<file path="config.mk">
export PLATFORM = sky130hd
export DESIGN_NAME = memory_ctrl
export DESIGN_NICKNAME = d
export VERILOG_FILES = /design/src/rtl/memory_ctrl.sv
export SDC_FILE = /design/constraint.sdc
export NUM_CORES = 1
export LEC_CHECK = 0
export ABC_AREA = 0
export CAP_MARGIN = 0
export CORE_AREA = 2 2 75 113
export DETAILED_ROUTE_END_ITERATION = 7
export DIE_AREA = 0 0 77 115
export MAX_ROUTING_LAYER = met4
export PLACE_DENSITY = 0.81
export SLEW_MARGIN = 40
export SYNTH_ARGS = -nofsm -noshare
export SYNTH_HDL_FRONTEND = slang
export SYNTH_SLANG_ARGS = --single-unit
</file>
<file path="constraint.sdc">
create_clock -name Clock -period 3.8 [get_ports Clock]
set_input_delay 0.38 -clock Clock [delete_from_list [all_inputs] [get_ports Clock]]
set_output_delay 0.38 -clock Clock [all_outputs]
set_load 0.005 [all_outputs]
</file>
<file path="src/rtl/memory_ctrl.sv">
// memory_ctrl: 2**M x N word store with a fixed-latency access FSM.
// Ports:
//   Clock/Reset (async, active-high)
//   Req/RW/Select/WriteData: access request, captured on the accept edge
//   Clear: sequential zeroing of every word
//   ReadData: last read result
//   Ack: one-cycle completion pulse
//   Busy: high outside IDLE
module memory_ctrl #(
  parameter int N    = 8,
  parameter int M    = 3,
  parameter int WAIT = 1
) (
  input  logic         Clock,
  input  logic         Reset,
  input  logic         Req,
  input  logic         RW,
  input  logic [M-1:0] Select,
  input  logic [N-1:0] WriteData,
  input  logic         Clear,
  output logic [N-1:0] ReadData,
  output logic         Ack,
  output logic         Busy
);

  localparam int DEPTH = 1 << M;

  typedef enum logic [1:0] {
    IDLE,
    ACCESS,
    CLEAR
  } state_t;

  state_t         state_q, state_d;
  logic [3:0]     cnt_q, cnt_d;
  logic [M-1:0]   ptr_q, ptr_d;
  logic [M-1:0]   addr_q, addr_d;
  logic           rw_q, rw_d;
  logic [N-1:0]   wdata_q, wdata_d;
  logic [N-1:0]   rdata_q, rdata_d;
  logic           ack_q, ack_d;
  logic [N-1:0]   mem_q [DEPTH];
  logic [N-1:0]   mem_d [DEPTH];

  always_comb begin
    state_d = state_q;
    cnt_d   = cnt_q;
    ptr_d   = ptr_q;
    addr_d  = addr_q;
    rw_d    = rw_q;
    wdata_d = wdata_q;
    rdata_d = rdata_q;
    ack_d   = 1'b0;
    mem_d   = mem_q;
    unique case (state_q)
      IDLE: begin
        // Clear takes priority over a simultaneous Req
        if (Clear) begin
          state_d = CLEAR;
          ptr_d   = '0;
        end else if (Req) begin
          state_d = ACCESS;
          addr_d  = Select;
          rw_d    = RW;
          wdata_d = WriteData;
          cnt_d   = 4'(WAIT);
        end
      end
      ACCESS: begin
        if (cnt_q != 4'd0) begin
          cnt_d = cnt_q - 4'd1;
        end else begin
          if (rw_q) begin
            mem_d[addr_q] = wdata_q;
          end else begin
            rdata_d = mem_q[addr_q];
          end
          ack_d   = 1'b1;
          state_d = IDLE;
        end
      end
      CLEAR: begin
        mem_d[ptr_q] = '0;
        ptr_d        = ptr_q + 1'b1;
        if (&ptr_q) begin
          ack_d   = 1'b1;
          state_d = IDLE;
        end
      end
      default: state_d = IDLE;
    endcase
  end

  always_ff @(posedge Clock or posedge Reset) begin
    if (Reset) begin
      state_q <= IDLE;
      cnt_q   <= '0;
      ptr_q   <= '0;
      addr_q  <= '0;
      rw_q    <= 1'b0;
      wdata_q <= '0;
      rdata_q <= '0;
      ack_q   <= 1'b0;
      for (int i = 0; i < DEPTH; i++) begin
        mem_q[i] <= '0;
      end
    end else begin
      state_q <= state_d;
      cnt_q   <= cnt_d;
      ptr_q   <= ptr_d;
      addr_q  <= addr_d;
      rw_q    <= rw_d;
      wdata_q <= wdata_d;
      rdata_q <= rdata_d;
      ack_q   <= ack_d;
      for (int i = 0; i < DEPTH; i++) begin
        mem_q[i] <= mem_d[i];
      end
    end
  end

  assign ReadData = rdata_q;
  assign Ack      = ack_q;
  assign Busy     = (state_q != IDLE);

endmodule

</file>
==> out/results.ini, run 1 <==
[setup_path]
critical_path_class = register to register
worstRegToRegCells = 5
cp_num_buf_inv = 1
worstPathCellList = buf_4 -> nor3b_2 -> and2_1 -> o21ai_2 -> a22o_1
arrival_ns = 2.61
regToRegSetupSlack_ns = 1.42
cp_slowest_stage_delay_ns = 0.68
critical-path-top-delay-family = simple AND/OR/NAND/NOR gates
end_kind = register
cp_max_fo = 22
r2r_start = addr_q[0]
worstPathRequired_ns = 4.03
rr_endpoint = mem_q[54]
setup.worst_path.start_class = register
cp_slowest_cell = dfrtp_2

[synth]
netlist_instances = 379
yosys-top-cells-count = 94 x dfrtp_1, 58 x a22o_1, 15 x mux2i_1, 15 x nand2_1, 15 x o21ai_0
synth.distinct_cells = 57
ys.flop_type = dfrtp_1
syn_avg_cell_area_um2 = 12.0
synth-seq-cells = 94
synth-compound-area-share = 0.211
syn_area_um2 = 4550
synth_area_leaders = dfrtp_1 52%, a22o_1 11%, mux2i_1 3.3%
synth_enable_flop_cells = 0
synth-simple-area-share = 0.103
synth_top_family_by_area = compound AO/OA/AOI/OAI gates
yosys_warnings = 0
syn-num-nets = 402
yosys.area.top_type_share = 0.517
async_reset_ff_frac = 1.00
synth_mux_area_frac = 0.103
synth_xor_area_frac = 0
post-synth-top-area-cell = dfrtp_1
ys_seq_area_frac = 0.517
yosysMostFrequentCell = dfrtp_1
synthAdderAreaFrac = 0.0193

[place]
dp_hpwl_mm = 7.60
gp_routability_congestion = 0.880
dp_cells = 482
port_buffers = 25
postPlaceCellArea_um2 = 4790

[grt]
antenna_found_initial = 0
grt_pass1_wl_mm = 17.9
grt_max_degree = 38
grt.total_usage = 0.276
grt_pass1_vias = 3295
overflow = 0

[cells_and_area]
diodes = 0
fill_cells = 643
layoutNonFillerInstCount = 497
final_nets = 411
layout-drive-gt1-share = 0.145
fin_area_um2 = 5050
syn_to_final_growth_pct = 11.1
fin_util = 0.639

[die]
fp.coreArea_um2 = 7910
die_y_um = 115
initial_utilization = 0.575
rows = 40
die_w_um = 77
ioPinCount = 26
die-area_um2 = 8860

[outcome]
status = finished, final reports clean

[routing]
drt_iter0_markers = 362
top_layer_used = met4
final_antenna_net_count = 0
avgRoutedWirePerCell_um = 21.7
via_count = 3271
drt_wl_total_mm = 10.8
dr_wl_met3_um = 596
routedLengthMet1_mm = 4.26
dr.pass1.iters = 5
via_per_inst = 6.58
drc_errors = 0
wl_met2_mm = 5.24

[sta]
timing.fmax_ghz = 0.421
finalHoldViolCount = 0
setup_tns_ns = 0
holdWs_ns = 0.341
slew-limit-headroom = 0.574
setup_viol = 0
drv_slew = 0
tightest_slew_ns = 0.638
rsz0062_at_grt = no
fin_skew_ns = 0.00750
finalCritPeriodShare = 0.626
fin_crit_ns = 2.38

[cts]
ctsHtreeMaxLevel = 3
clk_latency_ns = 0.35
cts_made_buffers = 9
cts_tree = built
cts_sinks = 94
cts-root-buf = clkbuf_16
clk_pin_slew_ns = 0.06
clockBufferDepth = 2
cts_setup_buffers = 0
holdBufCountCts = 0
ctsResizeCount = 0

[pwr]
power_leakage_uw = 0.00218
ir_worst_vdd_mv = 0.543
powerDensity_nw_per_um2 = 816

[run]
max_cap_viol_count = 0

[hold_path]
hold_class = input pin to async pin

[state kept, by name, indices dropped and copies added, names as in the netlist]
| register | cells |
|---|---|
| rw_q | 1 |
| Ack | 1 |
| ptr_q | 3 |
| mem_q | 64 |
| addr_q | 3 |
| wdata_q | 8 |
| ReadData | 8 |
| state_q | 2 |
| cnt_q | 4 |
[layer usage]
metal | GRT usage | up-vias
li1 | - | 1454
met1 | 0.323 | 1617
met2 | 0.429 | 153
met3 | 0.0573 | 47
met4 | 0.190 | 0
met5 | - | -
[final cells by class]
type                       instances  area, µm²  share of cell area
clock buffer                      11        233              0.0461
multi-input combinational        243       1990               0.394
clock inverter                     4       25.0             0.00495
tap                              105        131              0.0260
inverter                          12       46.3             0.00916
timing repair buffer              28        273              0.0540
sequential                        94       2360               0.466
[layout by cell type (no fill, tap or decap), types with 8 or more instances in the layout]
cell type / instances
dfrtp_1: 91
o21ai_0: 15
mux2_2: 13
clkdlybuf4s50_1: 25
mux2i_1: 15
nor2_1: 13
inv_1: 11
a21oi_1: 9
nand2_1: 15
nand3_1: 8
a22o_1: 58
clkbuf_16: 9
[worst max path at each step]
stage	startpoint	endpoint	slack (ns)	cells past startpoint
floorplan	Reset	Ack	0.97	1
global placement	addr_q[0]	mem_q[54]	1.26	5
detailed placement	addr_q[0]	mem_q[51]	1.20	5
CTS	addr_q[0]	mem_q[54]	1.18	5
global route	addr_q[0]	mem_q[54]	1.26	5
finish	addr_q[0]	mem_q[54]	1.42	5
[where the power goes]
part	total (µW)	internal (µW)	switching (µW)	leakage [µW]
Combinational	1410	760	650	0.000853
Sequential	1900	1370	534	0.00121
Clock	808	438	371	0.000121
Total	4120	2570	1550	0.00218
[logic make-up after synthesis]
| family | count (synthesis) |
|---|---|
| AND/OR/NAND/NOR | 78 |
| AO/OA/AOI/OAI | 121 |
| multiplexers | 37 |
| adder cells (fa/ha/maj) | 7 |
| buffers and inverters | 42 |
| flip-flops | 94 |
[worst reg2reg max path, delay by kind of cell, from the launching register on]
kind            cells  cell delay [ns]
buf+inv             1             0.35
flops               1             0.68
simple gates        2             0.79
compound gates      2             0.44
[metrics by stage]
stage          worst slack [ns]  total power (µW)
5_1_grt                    1.26              4350
3_5_place_dp               1.20              3300
6_report                   1.42              4120
3_3_place_gp               1.26              3240
4_1_cts                    1.18              4110
2_1_floorplan             0.971              2870
Power figures use the tool's default switching activity.
==> run 2, diff against run 1 <==
CORE_AREA = 2 2 78 118   (was 2 2 75 113)
DIE_AREA = 0 0 80 120   (was 0 0 77 115)
PLACE_DENSITY = 0.79   (was 0.81)
clock period = 2.15 ns   (was 3.8 ns; I/O delays follow)
==> run 2 against run 1 <==
Against the previous run:
- non-clock buffer count rose by 14
- critical endpoint is now ReadData[3]
- die area grew 8.4%
- register-to-register slack got worse by 1.3 ns
- design area is 5.1% higher
- core utilization is 2.3 points lower
- via count up 4.5%
- worst hold slack got worse by 0.015 ns
- largest power group unchanged
==> out/results.ini, run 2 (synthesis results as in run 1) <==
[setup_path]
cp_max_fo = 18  ; -18%
regToRegSetupSlack_ns = 0.1  ; -1.33 ns
worstRegToRegCells = 6  ; +1
r2r_start = addr_q[0]
rr_endpoint = ReadData[3]
critical_path_class = register to register
arrival_ns = 2.27  ; -0.34 ns
worstPathCellList = buf_4 -> buf_4 -> nor3b_1 -> a211o_1 -> a222oi_1 -> a21oi_1
endpoint = ReadData[3]
cp_slowest_stage_delay_ns = 0.55  ; -0.13 ns
end_kind = register
worstPathRequired_ns = 2.36  ; -1.67 ns
setup.worst_path.start_class = register
crit_start = addr_q[0]
cp_slowest_cell = dfrtp_1
path_common_cell = buf_4

[grt]
grt.total_usage = 0.258  ; -0.0173
grt_pass1_wl_mm = 18.0  ; +1.0%
antenna_found_initial = 0  ; unchanged
grt_pass1_vias = 3337  ; +1.3%
grt_max_degree = 95  ; +150%
overflow = 0  ; unchanged

[cells_and_area]
fill_cells = 668  ; +3.9%
multi_input_area_um2 = 2000  ; +0.50%
final_nets = 425  ; +3.4%
fin_area_um2 = 5310  ; +5.1%
syn_to_final_growth_pct = 16.8
fin_util = 0.616  ; -0.0226
largest_reg_flops = 64  ; unchanged
regMostFlops = mem_q
regArea_um2 = 2350  ; -0.16%
layout-drive-gt1-share = 0.180  ; +0.0344
layout_common_cells = 94 x dfrtp_1, 58 x a22o_1, 25 x clkdlybuf4s50_1
final_common_cell = dfrtp_1
diodes = 0  ; unchanged

[pwr]
ir_worst_vdd_mv = 1.01  ; +87%
intPower_uw = 5190  ; +100%
p_comb_frac = 0.368  ; +0.026
switching_share = 0.353  ; -0.0243
clkPwrFrac = 0.238  ; +0.042
p_switching_uw = 2830  ; +82%
power_leakage_uw = 0.00232  ; +6.4%
p_seq_frac = 0.394  ; -0.068
powerDensity_nw_per_um2 = 1510  ; +85%

[die]
initial_utilization = 0.528  ; -0.0474
die_y_um = 120  ; +4.3%
rows = 42  ; +5.0%
die-area_um2 = 9600  ; +8.4%
die_w_um = 80  ; +3.9%
fp.coreArea_um2 = 8620  ; +9.0%
ioPinCount = 26  ; unchanged

[sta]
rsz0062_at_grt = no
tightest_slew_ns = 0.564  ; -0.0739 ns
drv_slew = 0  ; unchanged
setup_tns_ns = 0  ; unchanged
fin_crit_ns = 2.05  ; -0.324 ns
finalHoldViolCount = 0  ; unchanged
slew-limit-headroom = 0.622  ; +0.0477
timing.fmax_ghz = 0.487  ; +16%
setup_slack_ns = 0.0968  ; -1.33 ns
holdWs_ns = 0.326  ; -0.0148 ns
finalCritPeriodShare = 0.955  ; +0.329
fin_skew_ns = 0.00716  ; -0.000341 ns
setup_viol = 0  ; unchanged

[routing]
drt_iter0_markers = 421  ; +16%
drc_errors = 0  ; unchanged
dr.pass1.iters = 5  ; unchanged
via_per_inst = 6.62  ; +0.62%
drt_wl_total_mm = 11.2  ; +4.1%
avgRoutedWirePerCell_um = 21.8  ; +0.27%
final_antenna_net_count = 0  ; unchanged
via_count = 3417  ; +4.5%

[place]
port_buffers = 25  ; unchanged
dp_hpwl_mm = 7.75  ; +2.0%
postPlaceCellArea_um2 = 4930  ; +2.8%
gp_routability_congestion = 0.909  ; +3.3%
pre_cts_slack_ns = 0.0779  ; -1.13 ns

[run]
max_cap_viol_count = 0  ; unchanged

[cts]
clockBufferDepth = 2  ; unchanged
clk_latency_ns = 0.34  ; about the same
cts_made_buffers = 9  ; unchanged
holdBufCountCts = 0  ; unchanged
ctsHtreeMaxLevel = 3  ; unchanged
clk_pin_slew_ns = 0.07  ; about the same
cts-root-buf = clkbuf_16
cts_tree = built
cts_sinks = 94  ; unchanged

[outcome]
status = finished, final reports clean

[hold_path]
hold_class = input pin to async pin

run 2: cell count changes in the layout (fill, tap and decap cells not counted), moves of 2 or more:
cell / previous run / this run
dfrtp_2: 3 / 0
clkbuf_1: 2 / 0
buf_12: 0 / 3
bufinv_16: 0 / 4
nand2_1: 15 / 13
clkinv_2: 3 / 1
nand2_2: 0 / 2
buf_4: 3 / 14
dfrtp_1: 91 / 94
run 2: how the worst min path moves through the flow:
stage,endpoint,slack [ns],cells after the start
floorplan,addr_q[0],0.37,1
global placement,mem_q[47],0.47,1
detailed placement,mem_q[39],0.48,1
CTS,mem_q[59],0.39,3
global route,mem_q[59],0.42,3
finish,mem_q[59],0.33,3
run 2: stage by stage:
step	std cells	total power, µW
detailed placement	500	6020
floorplan	379	5070
global route	516	8420
CTS	515	7970
global placement	500	5920
finish	516	8020
run 2: area by class of cell:
type,count,share of cell area
clock buffers,9,0.0424
clock inverters,6,0.0252
inverters,12,0.00919
multi-input cells,243,0.376
flip-flops and latches,94,0.443
well taps,110,0.0259
repair buffers,42,0.0782
run 2: worst max-delay path: cells and delay by family, from the launching register on:
family                 cells  cell delay, ns
buffers and inverters      2            0.52
DFF                        1            0.55
and+or+nand+nor            1            0.06
AOI/OAI and AO/OA          3            0.79
run 2: metal layers:
layer	global-route usage	vias up	wire, µm
met3	0.0406	38	516
met4	0.115	0	492
li1	-	1490	-
met5	-	-	0
met2	0.425	145	5980
met1	0.312	1744	4250
run 2: timing repair:
action                                  4_1_cts  5_1_grt
gates resized for setup                       0        5
endpoints found under the setup margin        0       35
buffers inserted                              0        1
run 2: power by group through the flow:
stage	logic, µW	clock network [µW]	registers [µW]
6_report	2950	1910	3160
5_1_grt	3200	1980	3230
2_1_floorplan	2340	0	2730
3_5_place_dp	2860	0	3160
4_1_cts	2910	1930	3140
3_3_place_gp	2790	0	3130
==> run 3, diff against run 2 <==
ABC_AREA = not set   (was 0)
GPL_TIMING_DRIVEN = 1   (was not set)
==> results of run 3 <==
The final DEF is identical to that of run 2; final timing and power are the same.
